File: config.mk
export PLATFORM = sky130hd
export DESIGN_NAME = oam_dma_ctrl
export DESIGN_NICKNAME = d
export VERILOG_FILES = /design/src/rtl/nes_pkg.sv /design/src/rtl/oam_dma_ctrl.sv
export SDC_FILE = /design/constraint.sdc
export NUM_CORES = 1
export LEC_CHECK = 0
export ABC_AREA = 0
export CAP_MARGIN = 25
export CORE_MARGIN = 10
export CORE_UTILIZATION = 43
export DETAILED_ROUTE_END_ITERATION = 12
export GPL_TIMING_DRIVEN = 0
export PLACE_DENSITY = 0.82
export SYNTH_ARGS = -nofsm -noshare
export SYNTH_HDL_FRONTEND = slang
export SYNTH_SLANG_ARGS = --single-unit
File: constraint.sdc
create_clock -name clk -period 2.1 [get_ports clk]
set_clock_uncertainty 0.2 [all_clocks]
set_input_delay 0.21 -clock clk [delete_from_list [all_inputs] [get_ports clk]]
set_output_delay 0.21 -clock clk [all_outputs]
set_load 0.01 [all_outputs]
File: src/rtl/nes_pkg.sv
// Shared NES definitions: OAM DMA state encoding and CPU register addresses.
package nes_pkg;

    typedef enum logic [2:0] {
        IDLE   = 3'd0,
        ALIGN  = 3'd1,
        ALIGN2 = 3'd2,
        READ   = 3'd3,
        WRITE  = 3'd4,
        DONE   = 3'd5
    } oam_dma_state_t;

    localparam logic [15:0] REG_OAMDMA  = 16'h4014;
    localparam logic [15:0] REG_OAMDATA = 16'h2004;

endpackage

File: src/rtl/oam_dma_ctrl.sv
// Sprite DMA engine for $4014: a write of page P stalls the CPU and copies
// $PP00-$PPFF into OAMDATA, one read/write pair per byte.
// Build option: OAM_DMA_ODD_ALIGN_EN adds the extra alignment cycle when the
// DMA starts on an odd CPU cycle (513/514-cycle stall like the 2A03).
module oam_dma_ctrl
    import nes_pkg::*;
#(
    parameter logic [15:0] TRIG_ADDR    = REG_OAMDMA,
    parameter logic [15:0] OAMDATA_ADDR = REG_OAMDATA
) (
    input  logic        clk,
    input  logic        reset,
    input  logic [15:0] cpu_addr,
    input  logic        cpu_we,
    input  logic [7:0]  cpu_wdata,
    input  logic [7:0]  mem_rdata,
    output logic [15:0] dma_addr,
    output logic        dma_we,
    output logic [7:0]  dma_wdata,
    output logic        oam_dma,
    output logic        cpu_rdy,
    output logic        done
);

    oam_dma_state_t state, state_nxt;
    logic [7:0]     page;
    logic [7:0]     idx;
    logic [15:0]    addr_q;   // last address driven, held outside READ/WRITE
    logic           trig;

`ifdef OAM_DMA_ODD_ALIGN_EN
    logic parity;

    // Free-running CPU cycle parity used to decide the extra alignment cycle.
    always_ff @(posedge clk) begin
        if (reset) parity <= 1'b0;
        else       parity <= ~parity;
    end
`endif

    assign trig = cpu_we && (cpu_addr == TRIG_ADDR);

    // Next-state decode; triggers only matter in IDLE.
    always_comb begin
        state_nxt = state;
        case (state)
            IDLE:   if (trig) state_nxt = ALIGN;
`ifdef OAM_DMA_ODD_ALIGN_EN
            ALIGN:  state_nxt = parity ? ALIGN2 : READ;
`else
            ALIGN:  state_nxt = READ;
`endif
            ALIGN2: state_nxt = READ;
            READ:   state_nxt = WRITE;
            WRITE:  state_nxt = (idx == 8'hFF) ? DONE : READ;
            DONE:   state_nxt = IDLE;
            default: state_nxt = IDLE;
        endcase
    end

    // State, latched page, byte index and held address.
    always_ff @(posedge clk) begin
        if (reset) begin
            state  <= IDLE;
            page   <= 8'h00;
            idx    <= 8'h00;
            addr_q <= 16'h0000;
        end else begin
            state  <= state_nxt;
            addr_q <= dma_addr;
            if (state == IDLE && trig) begin
                page <= cpu_wdata;
                idx  <= 8'h00;
            end else if (state == WRITE) begin
                // FF wraps to 00 on the last byte; the FSM leaves via DONE.
                idx <= idx + 8'd1;
            end
        end
    end

    // Moore output decode; write data passes WRAM read data straight through.
    always_comb begin
        dma_addr  = addr_q;
        dma_we    = 1'b0;
        dma_wdata = 8'h00;
        oam_dma   = 1'b0;
        done      = 1'b0;
        case (state)
            ALIGN, ALIGN2: oam_dma = 1'b1;
            READ: begin
                oam_dma  = 1'b1;
                dma_addr = {page, idx};
            end
            WRITE: begin
                oam_dma   = 1'b1;
                dma_addr  = OAMDATA_ADDR;
                dma_we    = 1'b1;
                dma_wdata = mem_rdata;
            end
            DONE:    done = 1'b1;
            default: ;
        endcase
        cpu_rdy = ~oam_dma;
    end

endmodule

==> reports/metrics.cfg, run 1 <==
[floorplan]
initial_utilization_pct=44.0
dieArea_sq_mm=0.00656
core_area_sq_mm=0.00363
die_x_microns=81.0
ios=63
num_rows=22
die_h_microns=81.0

[placed_design]
portBuffers=62
dp_hpwl_microns=3290
dpl-instance-area_sq_mm=0.00228
gp_congestion=0.707

[synth]
ys_types=31
synth_warnings=0
syn_area_per_cell_sq_um=9.69
synthesis.area_sq_mm=0.00160
netlist_instances=165
ys_seq_area_share_pct=43.8
synth-seq-cells=35
synth_nets=201

[clock_tree]
cts_buffers=5
clock-root-buffer=clkbuf_8
cts_max_path_buffers=2
path_clk_slew_ns=0.06
clock_sinks=35
ctsHoldBuffers=0
clock_latency_ns=0.28
htreeDepth=2
cts_tree=yes

[sta]
setup_viol=10
whs_ns=0.277
hold_viol=0
fin_crit_sh_pct=103
slew_headroom_pct=65.2
fmax_mhz=460
maxSlewViolCount=0
grt_setup_unrepaired=true
timing.final.crit_period_ns=2.17
setup_slack_ns=-0.0723
tightest_slew_ns=0.523

[finish]
area_growth_pct=48.4
drive_above_1_share_pct=23.0
n_antenna_cell=0
postLayoutCoreUtil_pct=65.3
fin_area_sq_mm=0.00237
final_nets=283

[critical_path]
reg2reg_depth=9
crit_family=buffers and inverters
path_cells=or3b_1 -> buf_6 -> inv_6 -> nor2_4 -> buf_6 -> a22o_1 -> buf_2
critPathSlowestCell=or3b_1
startpoint_type=flip-flop
path_buf_inv=4
path_depth=7
cp-end-kind=output port
cp_data_required_time_ns=1.69
criticalPathCategory=flip-flop to output port
path_max_fanout=6
path_common_cell=buf_6
critPathArrivalTime_ns=1.76
critPathMaxStageDelay_ns=0.39

[grt]
grt.busiest_layer=met2
antenna_found_initial=0
met2_usage_pct=25.6
met3_usage_pct=3.97
grt_max_degree=11
groute.usage.overall_pct=13.7
grt_pass1_wl_microns=7240
globalRouteOverflowTotal=0
grt_pass1_vias=1555
grt_use_met1_pct=14.5

[route]
drt-initial-drc-count=40
antenna_left=0
vias=1477
wl_per_cell_microns=15.1
firstDrtPassIters=4
viasPerCell=4.99
drc=0
wirelength_microns=4460

[outcome]
status=finished with violations
violations=negative setup slack

[power]
ir_drop_uv=501
leakage_nw=0.992
power_density_mw_per_mm2=576

[hold_path]
hp-class=flip-flop to flip-flop
hold_path_depth=2

[job]
maxCapViolCount=0

sequential cells by signal, indices dropped and copies added, names as in the netlist:
name,cells
state,3
addr_q,16
page,8
idx,8
synth_stat cells:
cell type / n / area share [%]
nand3_1: 2 / 0.63
ha_1: 1 / 0.78
or3_4: 1 / 0.70
nor2_2: 1 / 0.39
inv_6: 1 / 0.55
buf_6: 2 / 1.4
and3b_1: 2 / 1.1
xnor2_1: 5 / 2.7
nor4b_1: 3 / 1.6
nand2b_1: 16 / 6.3
o22a_1: 3 / 1.6
buf_2: 3 / 0.94
nand3b_1: 1 / 0.47
and2_1: 9 / 3.5
mux2i_1: 9 / 5.6
a21oi_1: 2 / 0.63
a22o_1: 14 / 7.7
nor2_1: 6 / 1.4
nor3_4: 1 / 1.0
o211a_1: 1 / 0.63
or3b_1: 1 / 0.55
nand2_1: 5 / 1.2
inv_1: 1 / 0.23
xor2_1: 3 / 1.6
and3_1: 1 / 0.39
o21ai_0: 1 / 0.31
nor2b_1: 16 / 6.3
nor3_1: 10 / 3.1
nand4_1: 4 / 1.6
clkbuf_1: 5 / 1.2
dfxtp_1: 35 / 44
layer usage:
layer  vias up  wire (microns)  share of wire [%]
met5         -               0                  0
met4         0              57                1.3
met3         8             238                5.3
met2        50            2250                 51
met1       684            1910                 43
li1        735               -                  -
worst register-to-register path, stage by stage, from the launching register on:
cell     delay [ns]
dfxtp_4        0.36
or3b_1         0.39
buf_6          0.14
inv_6          0.06
nor2_4         0.05
buf_6          0.15
a22o_1         0.20
buf_4          0.13
buf_4          0.12
nor2b_1        0.12
area by class of cell:
class	instances	area (sq um)
plain buffers	9	65.1
clock buffers	7	76.3
clock inverters	1	5.00
fillers	329	1260
inverters	2	12.5
multi-input cells	118	837
flip-flops and latches	35	712
well taps	48	60.1
repair buffers	76	606
power by group:
| group | switching [W] | internal, W | total, W | leakage, nW |
|---|---|---|---|---|
| Combinational | 0.0000841 | 0.000137 | 0.000221 | 0.666 |
| Clock | 0.000224 | 0.000232 | 0.000456 | 0.0422 |
| Sequential | 0.0000119 | 0.000677 | 0.000689 | 0.284 |
through the flow:
| step | worst slack, ns | power (W) | std cells | TNS (ns) |
|---|---|---|---|---|
| after floorplan | 0.287 | 0.000793 | 165 | 0 |
| after global placement | -0.254 | 0.000910 | 275 | -5.35 |
| after detailed placement | -0.254 | 0.000913 | 275 | -5.85 |
| after CTS | -0.0723 | 0.00137 | 290 | -0.588 |
| after global routing | -0.143 | 0.00143 | 296 | -1.36 |
| final | -0.0723 | 0.00137 | 296 | -0.637 |
worst paths after layout:
path | slack [ns] | end | from
max | -0.07 | dma_addr[8] | state[0]
min | 0.28 | page[7] | page[7]
min reg2reg | 0.28 | page[7] | page[7]
max reg2reg | 0.07 | addr_q[8] | state[0]
kinds of logic after synthesis:
group,after synthesis,synth area share [%]
adders and majority gates,1,0.782
xor gates and xnor gates,8,4.38
and+or+nand+nor,79,30.2
buffers and inverters,12,4.30
muxes,9,5.63
DFF,35,43.8
AOI/OAI and AO/OA,21,10.9
timing repair:
action / 4_1_cts / 5_1_grt
resized for setup: 98 / 10
setup endpoints to repair: 27 / 23
setup buffers: 7 / 6
pin swaps: 6 / 8
gates cloned: 1 / 0
cell usage in the layout (no fill, tap or decap), types with 2 or more instances in the layout:
cell type and count:
dfxtp_1 32, buf_6 5, o22a_1 3, nand4_1 4, clkdlybuf4s50_1 35, and2_1 9, and3b_1 2, clkbuf_8 5
nand2_1 4, nor3_1 10, buf_2 20, dlygate4sd2_1 3, nor2b_1 16, buf_4 13, clkbuf_2 5, nor4b_1 3
a22o_1 14, nor2_1 6, nand3_1 2, mux2i_1 9, xnor2_1 5, dfxtp_4 3, clkbuf_1 6, a21oi_1 2
nand2b_1 16, xor2_1 3
Note: power is estimated with default switching activity, not from simulation.
==> inputs of run 2 (changes only) <==
--- a/config.mk
+++ b/config.mk
@@ -8,10 +8,10 @@
 export ABC_AREA = 0
 export CAP_MARGIN = 25
 export CORE_MARGIN = 10
-export CORE_UTILIZATION = 43
+export CORE_UTILIZATION = 39
 export DETAILED_ROUTE_END_ITERATION = 12
 export GPL_TIMING_DRIVEN = 0
-export PLACE_DENSITY = 0.82
+export PLACE_DENSITY = 0.79
 export SYNTH_ARGS = -nofsm -noshare
 export SYNTH_HDL_FRONTEND = slang
 export SYNTH_SLANG_ARGS = --single-unit
==> constraint.sdc (replaced) <==
create_clock -name clk -period 1.76 [get_ports clk]
set_clock_uncertainty 0.2 [all_clocks]
set_input_delay 0.176 -clock clk [delete_from_list [all_inputs] [get_ports clk]]
set_output_delay 0.176 -clock clk [all_outputs]
set_load 0.01 [all_outputs]
==> run 2 against run 1 <==
The run still ends with negative setup slack left; combinational power increased by 43%; clock-buffer cell count fell by 1; highest routed layer unchanged; first-iteration DRC count grew to 2.7 times the previous value; clock power rose by 78%; critical path depth unchanged; wire length rose by 8.4%; core utilization up 0.40 points.
==> reports/metrics.cfg, run 2 (synthesized netlist as in run 1, its figures left out) <==
[outcome]
status=finished with violations
violations=negative setup slack

[clock_tree]
htreeDepth=2
ctsHoldBuffers=0
path_clk_slew_ns=0.07
cts_tree=yes
clock_sinks=35
cts_max_path_buffers=2
clock-root-buffer=clkbuf_8
clock_latency_ns=0.29
cts_buffers=5

[critical_path]
critPathArrivalTime_ns=1.75
criticalPathCategory=flip-flop to output port
cp-end-kind=output port
path_max_fanout=6
startpoint_type=flip-flop
cp_data_required_time_ns=1.38

[route]
wl_per_cell_microns=16.1
vias=1502
drc=0
wirelength_microns=4840
drt-initial-drc-count=106
antenna_left=0
viasPerCell=5.01
firstDrtPassIters=4

[sta]
tightest_slew_ns=0.639
setup_slack_ns=-0.363
maxSlewViolCount=0
fin_crit_sh_pct=121
fmax_mhz=471
whs_ns=0.253
slew_headroom_pct=57.4
timing.final.crit_period_ns=2.12
hold_viol=0
setup_viol=29
grt_setup_unrepaired=true

[finish]
final_cell_mix=dfxtp_1 (32), clkdlybuf4s50_1 (25), buf_2 (21)
final_nets=285
largest_reg_flops=16
final_common_cell=dfxtp_1
n_antenna_cell=0
drive_above_1_share_pct=30.8
reg_top3=addr_q: 16 flops, idx: 8 flops, page: 8 flops
final_cells=300
regMostFlops=addr_q
area_growth_pct=63.2
nFillCells=311
postLayoutCoreUtil_pct=65.7

[job]
maxCapViolCount=0

[grt]
met3_usage_pct=4.79
grt.busiest_layer=met2
grt_pass1_vias=1576
globalRouteOverflowTotal=0
met2_usage_pct=22.9
grt_use_met1_pct=15.0
grt_pass1_wl_microns=7850
groute.usage.overall_pct=13.3
grt_max_degree=13
antenna_found_initial=0

[floorplan]
dieArea_sq_mm=0.00706
num_rows=23
die_x_microns=84.0
ios=63
core_area_sq_mm=0.00397
initial_utilization_pct=40.3
die_h_microns=84.0

[power]
power_density_mw_per_mm2=745
finalPower_w=0.00194
leakage_nw=1.16
ir_drop_uv=690

[placed_design]
dp_hpwl_microns=3320
gp_congestion=0.792
portBuffers=62
dp_cells=277

[hold_path]
hp-class=input port to flip-flop

-- run 2: cell count changes in the layout (fill, tap and decap cells not counted), sizes merged --
cell           before  now
clkdlybuf4s50      35   25
clkinv              1    0
bufinv              0    1
clkdlybuf4s15       0    4
clkinvlp            0    1
buf                38   44
clkbuf             16   10
dlymetal6s2s        0    9
dlygate4sd2         3    1
-- run 2: where the power goes --
| group | total [W] | switching (W) | internal, W |
|---|---|---|---|
| clock network | 0.000811 | 0.000303 | 0.000508 |
| registers | 0.000818 | 0.0000108 | 0.000807 |
| logic | 0.000315 | 0.000123 | 0.000191 |
-- run 2: worst paths after layout --
| check | startpoint | end | slack [ns] | cells after the start |
|---|---|---|---|---|
| max | state[0] | dma_addr[6] | -0.36 | 7 |
| min | cpu_wdata[0] | page[0] | 0.25 | 3 |
| max reg2reg | state[0] | addr_q[15] | -0.01 | 7 |
| min reg2reg | page[7] | page[7] | 0.28 | 2 |
-- run 2: layout make-up --
type	instances	area, sq um	area share [%]
clock buffers	6	93.8	3.60
plain buffers	9	62.6	2.40
multi-input cells	118	937	35.9
repair buffers	78	689	26.4
flip-flops and latches	35	712	27.3
well taps	50	62.6	2.40
inverters	2	15.0	0.575
clock inverters	2	37.5	1.44
-- run 2: worst max-delay path: stages, from the launching register on --
cell,delay (ns)
dfxtp_4,0.35
or3b_1,0.38
buf_6,0.14
inv_8,0.05
nor2_4,0.05
buf_6,0.13
a22o_1,0.20
buf_2,0.15
-- run 2: repair_timing --
item	in CTS	in global routing
pin swaps	19	14
gates resized for setup	122	29
gates cloned	2	0
setup buffers	11	5
endpoints found under the setup margin	54	55
-- run 2: metal layers --
| metal | part of all wire, % | vias to the layer above | wire, microns |
|---|---|---|---|
| li1 | - | 741 | - |
| met2 | 49 | 58 | 2390 |
| met4 | 0.81 | 0 | 39 |
| met5 | 0 | - | 0 |
| met1 | 42 | 699 | 2050 |
| met3 | 7.3 | 4 | 354 |
-- run 2: stage by stage --
| step | worst slack (ns) | area, sq um | TNS, ns |
|---|---|---|---|
| after floorplan | -0.0377 | 1620 | -0.371 |
| after global placement | -0.490 | 2300 | -17.03 |
| after detailed placement | -0.516 | 2300 | -18.62 |
| after CTS | -0.373 | 2470 | -7.69 |
| after global routing | -0.421 | 2610 | -9.62 |
| final | -0.363 | 2610 | -7.25 |
==> inputs of run 3 (changes only) <==
--- a/config.mk
+++ b/config.mk
@@ -7,11 +7,14 @@
 export LEC_CHECK = 0
 export ABC_AREA = 0
 export CAP_MARGIN = 25
+export CELL_PAD_IN_SITES_DETAIL_PLACEMENT = 0
+export CELL_PAD_IN_SITES_GLOBAL_PLACEMENT = 2
 export CORE_MARGIN = 10
-export CORE_UTILIZATION = 39
+export CORE_UTILIZATION = 22
+export CTS_CLUSTER_DIAMETER = 100
 export DETAILED_ROUTE_END_ITERATION = 12
 export GPL_TIMING_DRIVEN = 0
-export PLACE_DENSITY = 0.79
+export PLACE_DENSITY = 0.77
 export SYNTH_ARGS = -nofsm -noshare
 export SYNTH_HDL_FRONTEND = slang
 export SYNTH_SLANG_ARGS = --single-unit
==> run 3 against run 2 <==
The flow still finishes with violations (negative setup slack); critical path depth shrank 1; total power shrank 1.6%; maximum frequency grew 2.0%; cell count grew 18%; largest power group unchanged.
==> reports/metrics.cfg, run 3 (synthesized netlist as in run 1, its figures left out) <==
[grt]
grt_pass1_vias=1516
groute.usage.overall_pct=8.68
grt_max_degree=12
grt_pass1_wl_microns=7910
antenna_found_initial=0
globalRouteOverflowTotal=0

[route]
drc=0
firstDrtPassIters=4
antenna_left=0
wl_per_cell_microns=14.0
viasPerCell=4.12
vias=1453
drt-initial-drc-count=33
wirelength_microns=4930

[outcome]
violations=negative setup slack
status=finished with violations

[critical_path]
path_cells=or3b_4 -> inv_8 -> nor2_4 -> buf_6 -> a22o_1 -> buf_2
critPathArrivalTime_ns=1.71
cp-end-kind=output port
path_buf_inv=3
cp_data_required_time_ns=1.38
crit_family=simple AND/OR/NAND/NOR gates
startpoint_type=flip-flop
critPathSlowestCell=or3b_4
path_max_fanout=6
criticalPathCategory=flip-flop to output port
critPathMaxStageDelay_ns=0.43

[finish]
largest_reg_flops=16
reg_top3=addr_q: 16 flops, idx: 8 flops, page: 8 flops
drive_above_1_share_pct=32.7
final_cells=353
postLayoutCoreUtil_pct=37.5
n_antenna_cell=0
final_common_cell=clkdlybuf4s50_1
final_nets=289
final_cell_mix=clkdlybuf4s50_1 (34), dfxtp_1 (32), buf_6 (16), nand2b_1 (16)
area_growth_pct=68.2
regMostFlops=addr_q

[sta]
setup_viol=45
setup_slack_ns=-0.322
fmax_mhz=480
grt_setup_unrepaired=true
maxSlewViolCount=0
fin_crit_sh_pct=118
slew_headroom_pct=53.5
tightest_slew_ns=0.698
timing.final.crit_period_ns=2.08
setup_tns_ns=-8.92
hold_viol=0

[power]
ir_drop_uv=364
leakage_nw=1.06
power_density_mw_per_mm2=711

[clock_tree]
cts_tree=yes
cts_buffers=5
ctsHoldBuffers=0
cts_max_path_buffers=2
htreeDepth=2
clock_latency_ns=0.29
clock_sinks=35
clock-root-buffer=clkbuf_8
path_clk_slew_ns=0.08

[hold_path]
hp-class=input port to flip-flop

[floorplan]
num_rows=31
dieArea_sq_mm=0.0111
initial_utilization_pct=22.3
die_h_microns=105
ios=63
core_area_sq_mm=0.00718
die_x_microns=105

[placed_design]
dp_cells=326
portBuffers=62
dp_slack_ns=-0.605
dp_hpwl_microns=3530
gp_congestion=0.729

[job]
maxCapViolCount=0

-- run 3: metal layers --
layer,up-vias,global-route usage (%),wire length (microns)
li1,745,-,-
met1,663,10.9,2270
met2,40,14.0,2370
met3,5,2.50,237
met4,0,2.94,48
met5,-,0,0
-- run 3: what timing repair did --
action	CTS	global route
pin swaps	20	12
setup endpoints to repair	56	54
gates cloned	2	0
hold endpoints to repair	0	0
buffers inserted	13	7
resized for setup	124	15
-- run 3: worst reg2reg max path, delay by kind of cell, from the launching register on --
kind	cells	cell delay [ns]
AND/OR/NAND/NOR	3	0.71
buffers and inverters	4	0.49
flip-flops	1	0.36
-- run 3: path summary, 6_finish.rpt --
| kind | from | cells after the start | slack, ns | endpoint |
|---|---|---|---|---|
| max | state[1] | 6 | -0.32 | dma_addr[8] |
| min | cpu_wdata[4] | 3 | 0.25 | page[4] |
| min reg2reg | page[6] | 2 | 0.28 | page[6] |
| max reg2reg | state[0] | 7 | -0.14 | idx[1] |
-- run 3: where the power goes --
part           internal, W  total [W]  switching (W)
Combinational     0.000215   0.000338       0.000123
Clock             0.000458   0.000756       0.000298
Sequential        0.000807   0.000817      0.0000105
-- run 3: layout make-up --
class	count	area, sq um
inverter	2	15.0
fill	746	4490
tap	99	124
clock buffer	6	82.6
multi-input combinational	118	898
sequential	35	712
clock inverter	2	35.0
timing repair buffer	83	771
buffer	8	51.3
-- run 3: metrics by stage --
step	area (sq um)	hold WS [ns]	power, W
finish	2690	0.253	0.00191
global route	2690	0.263	0.00198
CTS	2580	0.248	0.00192
detailed placement	2360	0.273	0.00110
global placement	2360	0.262	0.00110
floorplan	1620	0.131	0.000951
